===== config.mk =====
export PLATFORM = sky130hd
export DESIGN_NAME = vec_stream_tx
export DESIGN_NICKNAME = d
export VERILOG_FILES = /design/src/rtl/vec_stream_pkg.sv /design/src/rtl/vec_stream_tx_mem.sv /design/src/rtl/vec_stream_tx.sv
export SDC_FILE = /design/constraint.sdc
export NUM_CORES = 1
export LEC_CHECK = 0
export ABC_AREA = 1
export ABC_CLOCK_PERIOD_IN_PS = 3000
export BUFFER_PORTS_ARGS = -buffer_cell sky130_fd_sc_hd__buf_4
export CAP_MARGIN = 20
export CORE_MARGIN = 4
export CORE_UTILIZATION = 56
export CTS_BUF_LIST = sky130_fd_sc_hd__clkbuf_8
export CTS_CLUSTER_SIZE = 25
export DETAILED_ROUTE_END_ITERATION = 12
export MAX_ROUTING_LAYER = met4
export PLACE_DENSITY = 0.78
export SETUP_SLACK_MARGIN = 0.2
export SYNTH_ARGS = -nofsm -noshare
export SYNTH_HDL_FRONTEND = slang
export SYNTH_SLANG_ARGS = --single-unit

===== constraint.sdc =====
create_clock -name clk -period 3 [get_ports clk]
set_input_delay 0.6 -clock clk [delete_from_list [all_inputs] [get_ports clk]]
set_output_delay 0.6 -clock clk [all_outputs]
set_load 0.02 [all_outputs]

===== src/rtl/vec_stream_pkg.sv =====
// Shared types and helpers for the vector stream transmitter.
package vec_stream_pkg;

  typedef enum logic [1:0] {
    IDLE  = 2'd0,
    FETCH = 2'd1,
    SEND  = 2'd2
  } tx_state_t;

  function automatic int addr_width(input int n);
    return (n > 1) ? $clog2(n) : 1;
  endfunction

endpackage


===== src/rtl/vec_stream_tx_mem.sv =====
// N x T single-port vector buffer: write on we_i, registered read (1-cycle latency).
// Contents have no reset so they survive a block reset.
module vec_stream_tx_mem #(
  parameter int WIDTH   = 16,
  parameter int SIZE    = 8,
  parameter int LOGSIZE = 3
) (
  input  logic               clk,
  input  logic               we_i,
  input  logic [LOGSIZE-1:0] addr_i,
  input  logic [WIDTH-1:0]   wdata_i,
  output logic [WIDTH-1:0]   rdata_o
);

  logic [WIDTH-1:0] mem_q [SIZE];

  // Read-before-write single port
  always_ff @(posedge clk) begin
    if (we_i) begin
      mem_q[addr_i] <= wdata_i;
    end
    rdata_o <= mem_q[addr_i];
  end

endmodule


===== src/rtl/vec_stream_tx.sv =====
// Buffers one N-element signed vector and streams it on a valid/ready master port.
// Optional macro VEC_STREAM_TX_LAST_EN adds the m_last output.
module vec_stream_tx
  import vec_stream_pkg::*;
#(
  parameter int N = 8,
  parameter int T = 16
) (
  input  logic                 clk,
  input  logic                 reset,
  input  logic                 wr_en,
  input  logic [$clog2(N)-1:0] wr_addr,
  input  logic [T-1:0]         wr_data,
  input  logic                 start,
  output logic                 busy,
  output logic                 done,
  output logic                 m_valid,
  input  logic                 m_ready,
  output logic [T-1:0]         data_out
`ifdef VEC_STREAM_TX_LAST_EN
  ,
  output logic                 m_last
`endif
);

  localparam int AW = addr_width(N);
  localparam logic [AW-1:0] LAST_IDX = AW'(N - 1);
  localparam logic [AW-1:0] IDX_ONE  = AW'(1'b1);
  localparam logic [AW:0]   N_EXT    = (AW + 1)'(N);

  tx_state_t      state_q, state_d;
  logic [AW-1:0]  rd_ptr_q, rd_ptr_d;
  logic           rd_all_q, rd_all_d;
  logic           inflight_q, inflight_d;
  logic           out_v_q, out_v_d;
  logic [T-1:0]   data_q, data_d;
  logic           skid_v_q, skid_v_d;
  logic [T-1:0]   skid_q, skid_d;
  logic [AW-1:0]  tx_cnt_q, tx_cnt_d;
  logic           done_q, done_d;
  logic           busy_q, busy_d;
  logic           last_q, last_d;

  logic           pop_s;
  logic [1:0]     occ_s;
  logic           mem_we_s;
  logic [AW-1:0]  mem_addr_s;
  logic [T-1:0]   rdata_s;

  vec_stream_tx_mem #(
    .WIDTH  (T),
    .SIZE   (N),
    .LOGSIZE(AW)
  ) u_buf (
    .clk    (clk),
    .we_i   (mem_we_s),
    .addr_i (mem_addr_s),
    .wdata_i(wr_data),
    .rdata_o(rdata_s)
  );

  // Next-state: FSM, prefetch pipeline (output reg + skid + one read in flight)
  always_comb begin
    state_d    = state_q;
    rd_ptr_d   = rd_ptr_q;
    rd_all_d   = rd_all_q;
    inflight_d = 1'b0;
    out_v_d    = out_v_q;
    data_d     = data_q;
    skid_v_d   = skid_v_q;
    skid_d     = skid_q;
    tx_cnt_d   = tx_cnt_q;
    done_d     = 1'b0;
    mem_we_s   = 1'b0;
    mem_addr_s = rd_ptr_q;
    pop_s      = out_v_q & m_ready;
    // Elements held or arriving next cycle, before any new read is issued
    occ_s      = {1'b0, out_v_q} + {1'b0, skid_v_q} + {1'b0, inflight_q} - {1'b0, pop_s};

    case (state_q)
      IDLE: begin
        mem_addr_s = wr_addr;
        mem_we_s   = wr_en & ({1'b0, wr_addr} < N_EXT);
        if (start) begin
          state_d  = FETCH;
          tx_cnt_d = {AW{1'b0}};
        end else begin
          state_d  = IDLE;
        end
      end

      FETCH: begin
        inflight_d = 1'b1;
        rd_all_d   = (rd_ptr_q == LAST_IDX);
        rd_ptr_d   = (rd_ptr_q == LAST_IDX) ? {AW{1'b0}} : rd_ptr_q + IDX_ONE;
        state_d    = SEND;
      end

      SEND: begin
        if (!out_v_q || pop_s) begin
          if (skid_v_q) begin
            data_d   = skid_q;
            out_v_d  = 1'b1;
            skid_v_d = inflight_q;
            skid_d   = inflight_q ? rdata_s : skid_q;
          end else if (inflight_q) begin
            data_d  = rdata_s;
            out_v_d = 1'b1;
          end else begin
            out_v_d = 1'b0;
          end
        end else if (inflight_q) begin
          skid_v_d = 1'b1;
          skid_d   = rdata_s;
        end else begin
          skid_v_d = skid_v_q;
        end

        if (!rd_all_q && (occ_s < 2'd2)) begin
          inflight_d = 1'b1;
          rd_all_d   = (rd_ptr_q == LAST_IDX);
          rd_ptr_d   = (rd_ptr_q == LAST_IDX) ? {AW{1'b0}} : rd_ptr_q + IDX_ONE;
        end else begin
          inflight_d = 1'b0;
        end

        if (pop_s && (tx_cnt_q == LAST_IDX)) begin
          state_d  = IDLE;
          out_v_d  = 1'b0;
          skid_v_d = 1'b0;
          done_d   = 1'b1;
          tx_cnt_d = {AW{1'b0}};
        end else if (pop_s) begin
          tx_cnt_d = tx_cnt_q + IDX_ONE;
        end else begin
          tx_cnt_d = tx_cnt_q;
        end
      end

      default: begin
        state_d = IDLE;
        out_v_d = 1'b0;
      end
    endcase

    busy_d = (state_d != IDLE);
    last_d = out_v_d & (tx_cnt_d == LAST_IDX);
  end

  // State and output registers with synchronous reset
  always_ff @(posedge clk) begin
    if (reset) begin
      state_q    <= IDLE;
      rd_ptr_q   <= {AW{1'b0}};
      rd_all_q   <= 1'b0;
      inflight_q <= 1'b0;
      out_v_q    <= 1'b0;
      data_q     <= {T{1'b0}};
      skid_v_q   <= 1'b0;
      skid_q     <= {T{1'b0}};
      tx_cnt_q   <= {AW{1'b0}};
      done_q     <= 1'b0;
      busy_q     <= 1'b0;
      last_q     <= 1'b0;
    end else begin
      state_q    <= state_d;
      rd_ptr_q   <= rd_ptr_d;
      rd_all_q   <= rd_all_d;
      inflight_q <= inflight_d;
      out_v_q    <= out_v_d;
      data_q     <= data_d;
      skid_v_q   <= skid_v_d;
      skid_q     <= skid_d;
      tx_cnt_q   <= tx_cnt_d;
      done_q     <= done_d;
      busy_q     <= busy_d;
      last_q     <= last_d;
    end
  end

  assign busy     = busy_q;
  assign done     = done_q;
  assign m_valid  = out_v_q;
  assign data_out = data_q;

`ifdef VEC_STREAM_TX_LAST_EN
  assign m_last = last_q;
`else
  logic unused_last_s;
  assign unused_last_s = last_q;
`endif

endmodule


Word level (Yosys, flattened, before mapping)
Memory sizes are Yosys's and may differ from the RTL's. A register that Yosys moved wholly into a read port is not among the register bits.
Cells that the tools add are included.
{"block": "op_classes", "n_eq_ne": 9, "mux": 33, "bitwise_logic": 3, "n_lt_le_gt_ge": 1, "n_reduce_logical": 19, "add_sub_neg": 5}
{"cell": "16-bit 2-to-1 mux", "count": 5}
{"cell": "3-bit 2-to-1 mux", "count": 6}
{"cell": "1-bit 2-to-1 mux", "count": 15}
{"cell": "3-bit one-hot mux with 2 select lines", "count": 2}
{"cell": "2-bit AND reduction", "count": 4}
{"cell": "2-bit nonzero test", "count": 4}
{"cell": "3-bit by 1-bit adder with 3-bit output (second input constant)", "count": 2}
{"cell": "3-bit == test (second input constant)", "count": 2}
{"cell": "2-bit inequality test (second input constant)", "count": 3}
{"cell": "3-bit inequality test (second input constant)", "count": 2}
{"cell": "1-bit one-hot mux with 2 select lines", "count": 3}
{"cell": "2-bit one-hot mux with 3 select lines", "count": 1}
{"cell": "3-bit AND reduction", "count": 2}
{"cell": "2-bit OR reduction", "count": 2}
{"cell": "3-bit nonzero test", "count": 1}
{"cell": "1-bit by 1-bit adder with 2-bit output", "count": 1}
{"cell": "2-bit by 1-bit adder with 2-bit output", "count": 1}
{"cell": "2-bit by 1-bit == test with 1-bit output (second input constant)", "count": 1}
{"cell": "2-bit == test (second input constant)", "count": 1}
{"cell": "1-bit logical AND", "count": 2}
{"cell": "1-bit logical NOT", "count": 2}
{"cell": "2-bit logical NOT", "count": 1}
{"cell": "2-bit < comparator (second input constant)", "count": 1}
{"cell": "2-bit 2-to-1 mux", "count": 1}
{"cell": "other kinds (4)", "count": 5}
{"block": "totals", "mem_bits_rw": 128, "elab_cells": 82, "output_inout_bits": 19, "reg_bits": 46, "mem_count": 1, "input_bits": 24}
{"name": "u_buf.mem_q", "depth": 8, "width": 16, "read_ports": 1, "rd_ports_with_merged_regs": 1, "wr": 1, "line_no": "vec_stream_tx_mem.sv:15", "text": "logic [WIDTH-1:0] mem_q [SIZE];"}

Depth between registers and ports, before layout
{"block": "depth", "depth_word": 7, "ltp_mapped": 14, "mapped_depth_nobuf": 12}

Modules after synthesis
A second synthesis with hierarchy kept.
{"block": "hier_totals", "hier_cells": 862, "hier_area_um2": 7952.6}
{"module": "vec_stream_tx_mem", "cells_each": 548, "n_inst": 1, "area_per_inst_um2": 5761.8, "seq_area_each_um2": 4164.0}
{"module": "vec_stream_tx", "cells_each": 314, "n_inst": 1, "area_per_inst_um2": 2190.9, "seq_area_each_um2": 920.9}

Least setup slack after synthesis
No wires, ideal clock.
{"block": "synth_path", "path_type": "flip-flop to flip-flop", "startpoint": "reg state_q[0]", "endpoint": "mem u_buf.mem_q[2][0] (enable)", "arrival_time_ns": 2.212, "period_less_slack_ns": 2.612, "setup_slack_ns": 0.388, "setup_ns": 0.400, "path_buffers": 2, "t_required_ns": 2.600, "path_stages_with_launch": 10, "path_cell_list": "dfxtp_1 -> inv_1 -> ha_1 -> buf_6 -> inv_4 -> nand2_4 -> nand2_8 -> inv_4 -> buf_4 -> nor4_2"}
{"block": "synth_between", "elab_chain_cells": 4, "elab_cells_between_ends": 5, "classes_between": "4 x mux; 1 x reduce/logical"}
{"element": "start: declaration", "line_no": "vec_stream_tx.sv:31", "text": "tx_state_t state_q, state_d;"}
{"element": "start signal: assignment", "line_no": "vec_stream_tx.sv:166", "text": "state_q <= state_d;"}
{"element": "2-bit logical NOT (*)", "line_no": "vec_stream_tx.sv:80", "text": "case (state_q)"}
{"element": "1-bit 2-to-1 mux", "line_no": "vec_stream_tx.sv:80"}
{"element": "1-bit 2-to-1 mux", "line_no": "vec_stream_tx_mem.sv:19", "text": "if (we_i) begin"}
{"element": "1-bit 2-to-1 mux (implied by the code)", "line_no": "vec_stream_tx_mem.sv:20", "text": "mem_q[addr_i] <= wdata_i;"}
{"element": "end: declaration", "line_no": "vec_stream_tx_mem.sv:15"}
Every way passes the cells marked *; elsewhere a longest branch is shown, timed or not.

Worst setup path after layout
{"block": "layout_path", "startpoint": "reg state_q[0]", "endpoint": "mem u_buf.mem_q[5][7] (enable)"}
The elaborated chain is that of the path after synthesis.

==> report_table.html <==
<table>
<tr><th>Metric</th><th>Value</th></tr>
<tr><th colspan="2">Route</th></tr>
<tr><td>Final wirelength</td><td>15.4 mm</td></tr>
<tr><td>WL/cell</td><td>14.0 um</td></tr>
<tr><td>First-iteration detailed-routing DRC count</td><td>562</td></tr>
<tr><td>Via density per instance</td><td>5.00</td></tr>
<tr><td>Routed Antenna Nets</td><td>0</td></tr>
<tr><td>DRC violation count after routing</td><td>0</td></tr>
<tr><td>Drt first pass iters</td><td>7</td></tr>
<tr><td>Via count</td><td>5492</td></tr>
<tr><th colspan="2">Critical path</th></tr>
<tr><td>Kind of start point of the critical path</td><td>flip-flop</td></tr>
<tr><td>Critical path fanouts, max</td><td>17</td></tr>
<tr><td>Data arrival at the endpoint of the critical path</td><td>2670 ps</td></tr>
<tr><td>Required time worst endpoint</td><td>3160 ps</td></tr>
<tr><td>Setup CP Type</td><td>reg -&gt; reg</td></tr>
<tr><td>Kind of end point of the critical path</td><td>flip-flop</td></tr>
<tr><th colspan="2">Timing</th></tr>
<tr><td>Total count of max-transition violations in the final report</td><td>0</td></tr>
<tr><td>Maximum frequency from static timing analysis</td><td>399 MHz</td></tr>
<tr><td>Setup total negative slack</td><td>0 ps</td></tr>
<tr><td>Setup repair after global routing missed its margin</td><td>false</td></tr>
<tr><td>Min Clock Period, post-route</td><td>2510 ps</td></tr>
<tr><td>Count of endpoints failing setup in the final report</td><td>0</td></tr>
<tr><td>Period utilisation layout</td><td>83.5%</td></tr>
<tr><td>Post-Route Skew</td><td>15.3 ps</td></tr>
<tr><td>Tightest Pin Transition</td><td>915 ps</td></tr>
<tr><td>Remaining max-slew budget at the tightest pin</td><td>38.9%</td></tr>
<tr><td>Count of final hold-check violations</td><td>0</td></tr>
<tr><td>Final Worst Setup Slack</td><td>494 ps</td></tr>
<tr><th colspan="2">Hold path</th></tr>
<tr><td>Hold crit path type</td><td>in -&gt; reg</td></tr>
<tr><th colspan="2">Yosys</th></tr>
<tr><td>Gate count of the mapped netlist</td><td>860</td></tr>
<tr><td>Syn. warnings</td><td>0</td></tr>
<tr><td>Adder-cell area share of the yosys netlist</td><td>1.54%</td></tr>
<tr><td>Cell type with the highest aggregate area in the netlist</td><td>edfxtp_1</td></tr>
<tr><td>Biggest area contributors in the synthesized netlist</td><td>edfxtp_1 (47%), nand2_1 (16%), dfxtp_1 (15%)</td></tr>
<tr><td>Total standard cell area after synthesis</td><td>0.00814 mm^2</td></tr>
<tr><td>Largest family of logic cells by synthesized area</td><td>simple AND/OR/NAND/NOR gates</td></tr>
<tr><td>Count of cell types in the netlist</td><td>27</td></tr>
<tr><td>Top-area cell type share of the netlist area</td><td>47.2%</td></tr>
<tr><td>Mean instance size in the synthesized netlist</td><td>9.47 um^2</td></tr>
<tr><td>Synth Area in Compound Gates</td><td>3.35%</td></tr>
<tr><td>Synthesis-stage register bit count</td><td>190</td></tr>
<tr><td>Simple-gate area share of the yosys netlist</td><td>24.4%</td></tr>
<tr><td>Portion of netlist area occupied by mux cells</td><td>0%</td></tr>
<tr><td>Sequential share of the synthesized area</td><td>62.5%</td></tr>
<tr><td>Xor/xnor share of the synthesized area</td><td>0%</td></tr>
<tr><td>Synthesized netlist net count</td><td>894</td></tr>
<tr><th colspan="2">Cells and area</th></tr>
<tr><td>Number of nets at the end of the flow</td><td>940</td></tr>
<tr><td>Synthesis-to-finish area growth</td><td>10.4%</td></tr>
<tr><td>Combined flip-flop and latch cell area</td><td>0.00508 mm^2</td></tr>
<tr><td>Number of diodes</td><td>0</td></tr>
<tr><td>Multi-input logic area</td><td>0.00240 mm^2</td></tr>
<tr><td>Fillers</td><td>1138</td></tr>
<tr><td>Fraction of final layout cells with drive strength greater than 1</td><td>13.4%</td></tr>
<tr><th colspan="2">CTS</th></tr>
<tr><td>Hold buffers post-CTS</td><td>0</td></tr>
<tr><td>Number of sinks driven by the clock tree</td><td>190</td></tr>
<tr><td>Clock root buffer</td><td>clkbuf_8</td></tr>
<tr><td>Post-cts sizing count</td><td>0</td></tr>
<tr><td>Number of buffers inserted to repair setup after CTS</td><td>0</td></tr>
<tr><td>Total CTS buffers</td><td>17</td></tr>
<tr><td>TritonCTS clock tree</td><td>yes</td></tr>
<tr><td>Maximum root-to-sink buffer count</td><td>2</td></tr>
<tr><td>Clock network latency to the later pin of the worst-skew pair</td><td>470 ps</td></tr>
<tr><td>H-tree levels</td><td>4</td></tr>
<tr><td>Clock-pin slew reported for the worst setup and hold paths after clock tree synthesis</td><td>90 ps</td></tr>
<tr><th colspan="2">Power</th></tr>
<tr><td>Power per cell area</td><td>587 mW/mm^2</td></tr>
<tr><td>Worst IR drop on VDD</td><td>416 uV</td></tr>
<tr><td>Leakage power</td><td>4.03 nW</td></tr>
<tr><th colspan="2">Global routing</th></tr>
<tr><td>Number of antenna violations at the first check in global routing</td><td>0</td></tr>
<tr><td>Total GRT Usage</td><td>20.1%</td></tr>
<tr><td>First-pass GRT wire length</td><td>24.8 mm</td></tr>
<tr><td>Largest net degree at the start of global routing</td><td>48</td></tr>
<tr><td>GRT Residual Overflow</td><td>0</td></tr>
<tr><td>Vias in the first global route</td><td>5015</td></tr>
<tr><th colspan="2">Placed design</th></tr>
<tr><td>IO Port Bufs</td><td>42</td></tr>
<tr><td>Half-perimeter wire length after placement</td><td>10.5 mm</td></tr>
<tr><td>RePlAce Congestion</td><td>0.891</td></tr>
<tr><td>Worst setup slack before clock tree synthesis</td><td>512 ps</td></tr>
<tr><th colspan="2">Floorplan</th></tr>
<tr><td>Total Die Area</td><td>0.0165 mm^2</td></tr>
<tr><td>Die Wd</td><td>129 um</td></tr>
<tr><td>Core footprint</td><td>0.0140 mm^2</td></tr>
<tr><td>Initial core utilization</td><td>58.0%</td></tr>
<tr><td>Chip Height</td><td>129 um</td></tr>
<tr><td>Top Ports</td><td>43</td></tr>
<tr><td>Count of standard-cell rows</td><td>43</td></tr>
<tr><th colspan="2">Status</th></tr>
<tr><td>Run status</td><td>finished, final reports clean</td></tr>
<tr><th colspan="2">Job</th></tr>
<tr><td>Number of max-cap violations</td><td>0</td></tr>
</table>
flip-flops by register name (all words and copies together), names as in the netlist, 2 cells and up:
signal,flops
data_out,16
rd_ptr_q,3
skid_q,16
state_q,2
tx_cnt_q,3
u_buf.mem_q,128
u_buf.rdata_o,16
worst paths after layout:
check                                            from                           to  slack [ps]  cells past startpoint
worst max-delay path            state_q[0]$_SDFF_PP0_  u_buf.mem_q[5][7]$_DFFE_PP_         490                      8
worst min-delay path                            reset        rd_all_q$_SDFFE_PP0P_         340                      2
worst max register to register  state_q[0]$_SDFF_PP0_  u_buf.mem_q[5][7]$_DFFE_PP_         490                      8
worst min register to register  rd_all_q$_SDFFE_PP0P_        rd_all_q$_SDFFE_PP0P_         480                      2
cell families after synthesis:
group / count (synthesis)
buffers and inverters: 137
AO/OA/AOI/OAI: 49
AND/OR/NAND/NOR: 474
flip-flops: 190
adder cells (fa/ha/maj): 10
report_power, final:
| group | switching, mW | internal (mW) |
|---|---|---|
| Combinational | 0.418 | 0.187 |
| Clock | 0.874 | 0.846 |
| Sequential | 0.0484 | 2.90 |
area by class of cell:
| class | instances | area share (%) |
|---|---|---|
| well taps | 180 | 2.51 |
| clock buffers | 18 | 2.76 |
| flip-flops and latches | 190 | 56.6 |
| inverters | 104 | 4.40 |
| multi-input cells | 533 | 26.8 |
| repair buffers | 60 | 5.15 |
| clock inverters | 14 | 1.81 |
routing by layer:
layer  share of wire, %  global-route usage (%)  up-vias
li1                   -                       -     2795
met1                 44                    25.8     2526
met2                 48                    31.8      145
met3                6.5                    4.57       26
met4                1.8                    7.16        0
met5                  0                       -        -
per-stage QoR:
stage | hold slack (ps) | cells | util (%) | instance area (um^2) | total power, mW
after global routing | 316 | 1099 | 64.0 | 8980 | 5.50
after global placement | 457 | 1067 | 61.1 | 8570 | 3.60
after CTS | 315 | 1099 | 64.0 | 8980 | 5.30
after floorplan | 440 | 860 | - | 8140 | 3.45
final | 342 | 1099 | 64.0 | 8980 | 5.27
after detailed placement | 459 | 1067 | 61.1 | 8570 | 3.61
cell usage in the layout (no fill, tap or decap):
master,netlist,routed
nand2_1,341,341
edfxtp_1,128,128
inv_1,98,98
nor2_1,77,77
dfxtp_1,62,62
buf_4,4,59
o21ai_0,37,37
nand3_1,32,32
clkbuf_8,0,18
nand3_2,10,10
ha_1,10,10
a21oi_1,9,9
clkinv_2,0,5
inv_4,2,4
nand2_2,4,4
inv_2,4,4
nand2_4,3,3
bufinv_16,0,3
nor2_8,2,2
nor4_4,0,2
inv_6,0,2
clkinv_4,0,2
nand2_8,1,1
o21ai_4,1,1
nor2_4,1,1
o211ai_1,1,1
o21bai_4,1,1
nor3_1,1,1
buf_12,0,1
cells in the mapped netlist:
master and instances:
a21oi_1 9, nor2_1 77, nor2_4 1, nand2_8 1
edfxtp_1 128, nand2_1 341, o211ai_1 1, nor3_1 1
nor4_2 2, inv_1 98, buf_8 1, o21ai_0 37
nand3_1 32, o21bai_4 1, inv_2 4, buf_4 4
inv_4 2, ha_1 10, nand2_2 4, buf_6 15
nand2_4 3, buf_2 8, nor2_8 2, dfxtp_1 62
nand3_2 10, o21ai_4 1, clkbuf_1 5
critical path, cell delays in order, from the launching register on:
cell and delay [ps]:
dfxtp_1 340, inv_1 120, ha_1 540, o21ai_4 240, buf_4 250, nor2_8 260
inv_1 100, nor2_1 100, buf_4 250
Note: power is estimated with default switching activity, not from simulation.
